**src/rtl/fix_frame_detector_if.sv**
```systemverilog
// Byte-stream and buffer-write bundle for the FIX frame detector.
// The source/consumer side takes the master view; the detector takes the slave view.
interface fix_frame_detector_if #(
    parameter int DATA_WIDTH = 5
);
    logic [7:0]            data_i;
    logic                  valid_i;
    logic                  ready_o;
    logic [DATA_WIDTH-1:0] rd_ptr_i;
    logic                  we_o;
    logic [DATA_WIDTH-1:0] waddr_o;
    logic [7:0]            wdata_o;
    logic                  start_message_o;
    logic [DATA_WIDTH-1:0] start_addr_o;
    logic                  end_message_o;
    logic [DATA_WIDTH-1:0] end_addr_o;
    logic                  full_o;
    logic                  err_o;

    modport master (
        output data_i, valid_i, rd_ptr_i,
        input  ready_o, we_o, waddr_o, wdata_o, start_message_o, start_addr_o,
               end_message_o, end_addr_o, full_o, err_o
    );

    modport slave (
        input  data_i, valid_i, rd_ptr_i,
        output ready_o, we_o, waddr_o, wdata_o, start_message_o, start_addr_o,
               end_message_o, end_addr_o, full_o, err_o
    );
endinterface

```
**src/rtl/fix_frame_detector.sv**
```systemverilog
// FIX frame detector: frames the raw byte stream into the circular message buffer,
// finds "8=" headers and "10=ddd<SOH>" trailers, validates the checksum and
// rewinds the write pointer over frames that turn out to be bad.
module fix_frame_detector #(
    parameter int DATA_WIDTH = 5,
    parameter int MAX_LEN    = 31
) (
    input  logic                 clk,
    input  logic                 rst,
    fix_frame_detector_if.slave  bus
);
    localparam int                    LEN_W   = $clog2(MAX_LEN + 1);
    localparam logic [LEN_W-1:0]      LEN_MAX = LEN_W'(MAX_LEN);
    localparam logic [LEN_W-1:0]      LEN_ONE = LEN_W'(1);
    localparam logic [DATA_WIDTH-1:0] PTR_ONE = DATA_WIDTH'(1);

    localparam logic [7:0] CH_SOH = 8'h01;
    localparam logic [7:0] CH_0   = 8'h30;
    localparam logic [7:0] CH_1   = 8'h31;
    localparam logic [7:0] CH_8   = 8'h38;
    localparam logic [7:0] CH_EQ  = 8'h3D;

    localparam logic [3:0] S_IDLE = 4'd0;
    localparam logic [3:0] S_H8   = 4'd1;
    localparam logic [3:0] S_BODY = 4'd2;
    localparam logic [3:0] S_T1   = 4'd3;
    localparam logic [3:0] S_T10  = 4'd4;
    localparam logic [3:0] S_CK0  = 4'd5;
    localparam logic [3:0] S_CK1  = 4'd6;
    localparam logic [3:0] S_CK2  = 4'd7;
    localparam logic [3:0] S_CKS  = 4'd8;

    function automatic logic is_digit(input logic [7:0] b);
        return (b >= 8'h30) && (b <= 8'h39);
    endfunction

    logic [3:0]            state_q, state_d;
    logic [DATA_WIDTH-1:0] wptr_q, wptr_d;
    logic [DATA_WIDTH-1:0] sa_q, sa_d;
    logic [7:0]            sum_q, sum_d;
    logic [7:0]            snap_sum_q, snap_sum_d;
    logic [LEN_W-1:0]      len_q, len_d;
    logic [9:0]            ck_val_q, ck_val_d;
    logic                  field_start_q, field_start_d;
    logic                  start_q, start_d;
    logic [DATA_WIDTH-1:0] start_addr_q, start_addr_d;
    logic                  end_q, end_d;
    logic [DATA_WIDTH-1:0] end_addr_q, end_addr_d;
    logic                  err_q, err_d;

    logic       full;
    logic       ready;
    logic       accept;
    logic       we;
    logic       abort;
    logic [7:0] sum_next;
    logic [9:0] ck_next;

    // Flow control: full compares the live write pointer against the live read pointer;
    // both are forced low while reset is asserted so every output reads 0 during reset.
    always_comb begin
        full   = ~rst & ((wptr_q + PTR_ONE) == bus.rd_ptr_i);
        ready  = ~rst & ~full;
        accept = bus.valid_i & ready;
    end

    // Frame parser: decides what to write, tracks checksum/length, and schedules pulses.
    always_comb begin
        state_d       = state_q;
        wptr_d        = wptr_q;
        sa_d          = sa_q;
        sum_d         = sum_q;
        snap_sum_d    = snap_sum_q;
        len_d         = len_q;
        ck_val_d      = ck_val_q;
        field_start_d = field_start_q;
        start_addr_d  = start_addr_q;
        end_addr_d    = end_addr_q;
        start_d       = 1'b0;
        end_d         = 1'b0;
        err_d         = 1'b0;
        we            = 1'b0;
        abort         = 1'b0;
        sum_next      = sum_q + bus.data_i;
        // For an ASCII digit, byte - '0' is the digit value.
        ck_next       = ck_val_q * 10'd10 + {2'b00, bus.data_i - CH_0};

        if (accept) begin
            if (state_q == S_IDLE) begin
                if (bus.data_i == CH_8) begin
                    we      = 1'b1;
                    wptr_d  = wptr_q + PTR_ONE;
                    sa_d    = wptr_q;
                    sum_d   = CH_8;
                    len_d   = LEN_ONE;
                    state_d = S_H8;
                end
            end else if (len_q == LEN_MAX) begin
                // One more byte would overrun the frame limit: drop it and the frame.
                abort = 1'b1;
            end else begin
                we     = 1'b1;
                wptr_d = wptr_q + PTR_ONE;
                len_d  = len_q + LEN_ONE;
                sum_d  = sum_next;
                case (state_q)
                    S_H8: begin
                        if (bus.data_i == CH_EQ) begin
                            state_d       = S_BODY;
                            field_start_d = 1'b0;
                            start_d       = 1'b1;
                            start_addr_d  = sa_q;
                        end else begin
                            // Not a header after all: quietly forget the '8'.
                            state_d = S_IDLE;
                            wptr_d  = sa_q;
                        end
                    end
                    S_BODY: begin
                        if (bus.data_i == CH_SOH) begin
                            snap_sum_d    = sum_next;
                            field_start_d = 1'b1;
                        end else if (field_start_q && (bus.data_i == CH_1)) begin
                            state_d       = S_T1;
                            field_start_d = 1'b0;
                        end else begin
                            field_start_d = 1'b0;
                        end
                    end
                    S_T1, S_T10: begin
                        if ((state_q == S_T1) && (bus.data_i == CH_0)) begin
                            state_d = S_T10;
                        end else if ((state_q == S_T10) && (bus.data_i == CH_EQ)) begin
                            state_d  = S_CK0;
                            ck_val_d = 10'd0;
                        end else begin
                            // Partial "10=" falls back to the body; an SOH here still ends a field.
                            state_d       = S_BODY;
                            field_start_d = (bus.data_i == CH_SOH);
                            if (bus.data_i == CH_SOH) begin
                                snap_sum_d = sum_next;
                            end
                        end
                    end
                    S_CK0, S_CK1, S_CK2: begin
                        if (is_digit(bus.data_i)) begin
                            ck_val_d = ck_next;
                            state_d  = (state_q == S_CK0) ? S_CK1 :
                                       (state_q == S_CK1) ? S_CK2 : S_CKS;
                        end else begin
                            abort = 1'b1;
                        end
                    end
                    S_CKS: begin
                        if ((bus.data_i == CH_SOH) && (ck_val_q == {2'b00, snap_sum_q})) begin
                            end_d      = 1'b1;
                            end_addr_d = wptr_q;
                            state_d    = S_IDLE;
                        end else begin
                            abort = 1'b1;
                        end
                    end
                    default: state_d = S_IDLE;
                endcase
            end

            if (abort) begin
                err_d   = 1'b1;
                wptr_d  = sa_q;
                state_d = S_IDLE;
            end
        end
    end

    // State and output registers, cleared asynchronously.
    always_ff @(posedge clk or posedge rst) begin
        if (rst) begin
            state_q       <= S_IDLE;
            wptr_q        <= '0;
            sa_q          <= '0;
            sum_q         <= '0;
            snap_sum_q    <= '0;
            len_q         <= '0;
            ck_val_q      <= '0;
            field_start_q <= 1'b0;
            start_q       <= 1'b0;
            start_addr_q  <= '0;
            end_q         <= 1'b0;
            end_addr_q    <= '0;
            err_q         <= 1'b0;
        end else begin
            state_q       <= state_d;
            wptr_q        <= wptr_d;
            sa_q          <= sa_d;
            sum_q         <= sum_d;
            snap_sum_q    <= snap_sum_d;
            len_q         <= len_d;
            ck_val_q      <= ck_val_d;
            field_start_q <= field_start_d;
            start_q       <= start_d;
            start_addr_q  <= start_addr_d;
            end_q         <= end_d;
            end_addr_q    <= end_addr_d;
            err_q         <= err_d;
        end
    end

    assign bus.ready_o         = ready;
    assign bus.full_o          = full;
    assign bus.we_o            = we;
    assign bus.waddr_o         = wptr_q;
    assign bus.wdata_o         = we ? bus.data_i : 8'h00;
    assign bus.start_message_o = start_q;
    assign bus.start_addr_o    = start_addr_q;
    assign bus.end_message_o   = end_q;
    assign bus.end_addr_o      = end_addr_q;
    assign bus.err_o           = err_q;
endmodule

```
**src/flat_wrapper.sv**
```systemverilog
// flat-port wrapper written by rule: the top's interface ports become plain ports
module fix_frame_detector_flat 
#(
    parameter int DATA_WIDTH = 5,
    parameter int MAX_LEN    = 31
)
  (clk, rst, bus_data_i, bus_valid_i, bus_rd_ptr_i, bus_ready_o, bus_we_o, bus_waddr_o, bus_wdata_o, bus_start_message_o, bus_start_addr_o, bus_end_message_o, bus_end_addr_o, bus_full_o, bus_err_o);
  fix_frame_detector_if #(.DATA_WIDTH(DATA_WIDTH)) bus_i ();
  input  logic clk;
  input  logic rst;
  input wire logic [$bits(bus_i.data_i)-1:0] bus_data_i;
  input wire logic [$bits(bus_i.valid_i)-1:0] bus_valid_i;
  input wire logic [$bits(bus_i.rd_ptr_i)-1:0] bus_rd_ptr_i;
  output wire logic [$bits(bus_i.ready_o)-1:0] bus_ready_o;
  output wire logic [$bits(bus_i.we_o)-1:0] bus_we_o;
  output wire logic [$bits(bus_i.waddr_o)-1:0] bus_waddr_o;
  output wire logic [$bits(bus_i.wdata_o)-1:0] bus_wdata_o;
  output wire logic [$bits(bus_i.start_message_o)-1:0] bus_start_message_o;
  output wire logic [$bits(bus_i.start_addr_o)-1:0] bus_start_addr_o;
  output wire logic [$bits(bus_i.end_message_o)-1:0] bus_end_message_o;
  output wire logic [$bits(bus_i.end_addr_o)-1:0] bus_end_addr_o;
  output wire logic [$bits(bus_i.full_o)-1:0] bus_full_o;
  output wire logic [$bits(bus_i.err_o)-1:0] bus_err_o;
  assign bus_i.data_i = bus_data_i;
  assign bus_i.valid_i = bus_valid_i;
  assign bus_i.rd_ptr_i = bus_rd_ptr_i;
  assign bus_ready_o = bus_i.ready_o;
  assign bus_we_o = bus_i.we_o;
  assign bus_waddr_o = bus_i.waddr_o;
  assign bus_wdata_o = bus_i.wdata_o;
  assign bus_start_message_o = bus_i.start_message_o;
  assign bus_start_addr_o = bus_i.start_addr_o;
  assign bus_end_message_o = bus_i.end_message_o;
  assign bus_end_addr_o = bus_i.end_addr_o;
  assign bus_full_o = bus_i.full_o;
  assign bus_err_o = bus_i.err_o;
  fix_frame_detector #(.DATA_WIDTH(DATA_WIDTH), .MAX_LEN(MAX_LEN)) u_core (.clk(clk), .rst(rst), .bus(bus_i));
endmodule
```
**config.mk**
```make
export PLATFORM = sky130hd
export DESIGN_NAME = fix_frame_detector_flat
export DESIGN_NICKNAME = d
export VERILOG_FILES = /design/src/rtl/fix_frame_detector_if.sv /design/src/rtl/fix_frame_detector.sv /design/src/flat_wrapper.sv
export SDC_FILE = /design/constraint.sdc
export NUM_CORES = 1
export LEC_CHECK = 0
export ABC_AREA = 1
export ABC_CLOCK_PERIOD_IN_PS = 7300
export CORE_MARGIN = 2
export CORE_UTILIZATION = 55
export CTS_BUF_LIST = sky130_fd_sc_hd__clkbuf_4
export CTS_CLUSTER_DIAMETER = 120
export DETAILED_ROUTE_END_ITERATION = 10
export PLACE_DENSITY = 0.87
export SLEW_MARGIN = 15
export SYNTH_ARGS = -nofsm -noshare
export SYNTH_HDL_FRONTEND = slang
export SYNTH_SLANG_ARGS = --single-unit
```
**constraint.sdc**
```tcl
create_clock -name clk -period 7.3 [get_ports clk]
set_input_delay 1.46 -clock clk [delete_from_list [all_inputs] [get_ports clk]]
set_output_delay 1.46 -clock clk [all_outputs]
set_load 0.1 [all_outputs]
```
==> run summary <==
Synth Area in Adders - 0.1005
Layout cells sized above 1 - 0.07538
DR pass1 iterations - 5
Ant. Diodes - 0
DRT Wirelength - 10,360 um
Setup Skew - 0.02213 ns
Static Leak - 2.586 nW
Slew Viols, Final - 0
Buffers on Ports - 44
Largest family of logic cells by synthesized area - simple AND/OR/NAND/NOR gates
CTS Buf Count - 9
Synth area leaders - dfrtp_1 34%, nand2_1 18%, ha_1 8.7%
Clock sinks - 59
Top-Level Pins - 45
Tcrit/Tclk final - 0.8213
Post-route minimum period - 5.995 ns
Fmax - 166.8 MHz
DRC violation count after routing - 0
H-tree depth - 3
Setup bufs post-CTS - 0
WL per Instance - 13.77 um
Ys flop type - dfrtp_1
DP HPWL - 7869 um
Core Area - 7687 um2
Chip width - 92.75 um
Fillers - 669
Maximum clock path buffer count - 2
Hold-fix buffer count after cts - 0
Internal - 590.4 uW
Antenna violations before repair - 0
Hold Crit Class - reg -> reg
CP Data Arrival Time - 4.54 ns
Maximum fanout along the worst path - 28
All-layer global routing usage - 0.2536
Worst setup EP type - primary output
Syn avg cell area - 7.244 um2
Register area share after synthesis - 0.3408
Sequential Power Share - 0.374
Worst Max-Slew Pin Slew - 1.015 ns
Net Sw Power - 493.5 uW
Multiplexer share of the synthesized area - 0
Maximum VDD drop - 150.3 uV
RSZ-0062 raised after global routing - false
Slew margin rel. - 0.3215
First-pass GRT wire length - 17,420 um
RePlAce Congestion - 0.9234
Drt initial violations - 270
Clock power frac - 0.180
Sw frac - 0.4553
Mapped Area - 4332 um2
Yosys cell types - 38
Status - completed
Power per cell area - 219.4 nW/um2
Final WS setup - 1.305 ns
Via Count - 4,050
CTS tree - built
Comb power frac - 0.446
Max-Cap Viols - 0
Clock-pin slew on the worst setup and hold paths - 0.09 ns
Post-synth EDFFs - 0
Yosys top cell by area - dfrtp_1
Crit start category - input pin
Commonest cells post-synth - 208 x nand2_1, 63 x inv_1, 59 x dfrtp_1
Initial core utilization - 0.5635
DP Worst Slack - 1.326 ns
Mapped Nets - 647
Compound-Gate Fraction of Synth Area - 0.08290
Root Driver - clkbuf_4
Clk_lat worst skew - 0.41 ns
Die area - 8602 um2
Warnings from Yosys - 0
Post-Synth XOR/XNOR Area - 0.04853
Final ANT Viol Nets - 0
Vias in the first global route - 3,851
Die H - 92.75 um
Post-Synth Simple-Gate Area - 0.3521
Via/cell ratio - 5.386
Hold_ws - 0.4886 ns
Synth Instances - 598
Top-count cell post-synth - nand2_1
Post-CTS sizing - 0
Async SR Flop Fraction - 1.000
WS Path Type - in -> out
Post-synth top area share - 0.3408
Endpoints failing hold - 0
WP data required - 5.84 ns
Yosys reg bits - 59
Largest net degree at the start of global routing - 61
Grt ovf - 0
Final net count - 694
Setup Viol. Count Final - 0
Area grow syn2layout - 14.07%
Setup Total Neg Slack - 0 ns
FP Rows - 32
==> flip-flops by register name, indices dropped and copies added (netlist names), 5 cells and up <==
signal	cells
u_core.len_q	5
u_core.bus.waddr_o	5
u_core.ck_val_q	10
u_core.bus.end_addr_o	5
u_core.bus.start_addr_o	5
u_core.snap_sum_q	8
u_core.sum_q	8
u_core.sa_q	5
==> per-layer routing <==
metal | global-route usage | share of wire | up-vias
met4 | 0.09804 | 0.019 | 0
met3 | 0.04475 | 0.053 | 18
met2 | 0.4075 | 0.48 | 133
met5 | 0 | 0 | -
met1 | 0.3430 | 0.45 | 1886
li1 | - | - | 2013
==> power groups by stage <==
| stage | registers, mW | clock network [mW] | logic [mW] |
|---|---|---|---|
| floorplan | 0.446 | 0 | 0.325 |
| global placement | 0.410 | 0 | 0.464 |
| detailed placement | 0.410 | 0 | 0.477 |
| CTS | 0.404 | 0.197 | 0.480 |
| global route | 0.410 | 0.212 | 0.533 |
| finish | 0.405 | 0.195 | 0.484 |
==> worst paths after layout <==
kind	startpoint	end	slack [ns]	cells past startpoint
setup / recovery	bus_data_i[4]	bus_wdata_o[7]	1.30	9
max in group asynchronous	rst	u_core.bus.end_message_o	5.15	3
min in group asynchronous	rst	u_core.bus.start_addr_o[1]	1.66	3
hold reg to reg	u_core.bus.start_addr_o[2]	u_core.bus.start_addr_o[2]	0.49	2
hold / removal	u_core.bus.start_addr_o[2]	u_core.bus.start_addr_o[2]	0.49	2
setup reg to reg	u_core.ck_val_q[1]	u_core.ck_val_q[9]	4.36	16
==> layout by cell type (no fill, tap or decap), types with 14 or more instances in the layout <==
master,instances
dfrtp_1,59
a21oi_1,19
o21ai_0,23
ha_1,30
nand4_1,14
nand3_1,37
nor2_1,48
clkdlybuf4s50_1,44
nand2_1,208
inv_1,62
==> through the flow <==
step	util	area (um2)	total power [mW]	std cells
detailed placement	0.6287	4833	0.8878	736
global route	0.6427	4941	1.156	752
floorplan	-	4332	0.7709	598
finish	0.6427	4941	1.084	752
global placement	0.6287	4833	0.8739	736
CTS	0.6427	4941	1.082	752
==> kinds of logic (layout without fill, tap and decap cells) <==
group	Yosys count	in the layout
simple gates	342	342
buf+inv	76	128
compound gates	64	64
flops	59	59
fa+ha+maj	33	33
xor+xnor	24	24
==> area by class of cell <==
| type | count | area [um2] | area share |
|---|---|---|---|
| multi-input combinational | 463 | 2530 | 0.5120 |
| sequential | 59 | 1476 | 0.2988 |
| timing repair buffer | 45 | 447.9 | 0.09066 |
| inverter | 67 | 251.5 | 0.05090 |
| tap | 102 | 127.6 | 0.02583 |
| clock buffer | 12 | 90.09 | 0.01823 |
| clock inverter | 4 | 17.52 | 0.003545 |
==> critical path, stage by stage <==
cell             delay (ns)
clkdlybuf4s50_1        0.53
ha_1                   0.22
nand2_1                0.08
nor3_1                 0.34
nor2_1                 0.13
a21oi_2                0.18
nand2_4                0.20
nor2_1                 0.19
clkdlybuf4s50_1        1.19
Note: power is estimated with default switching activity, not from simulation.
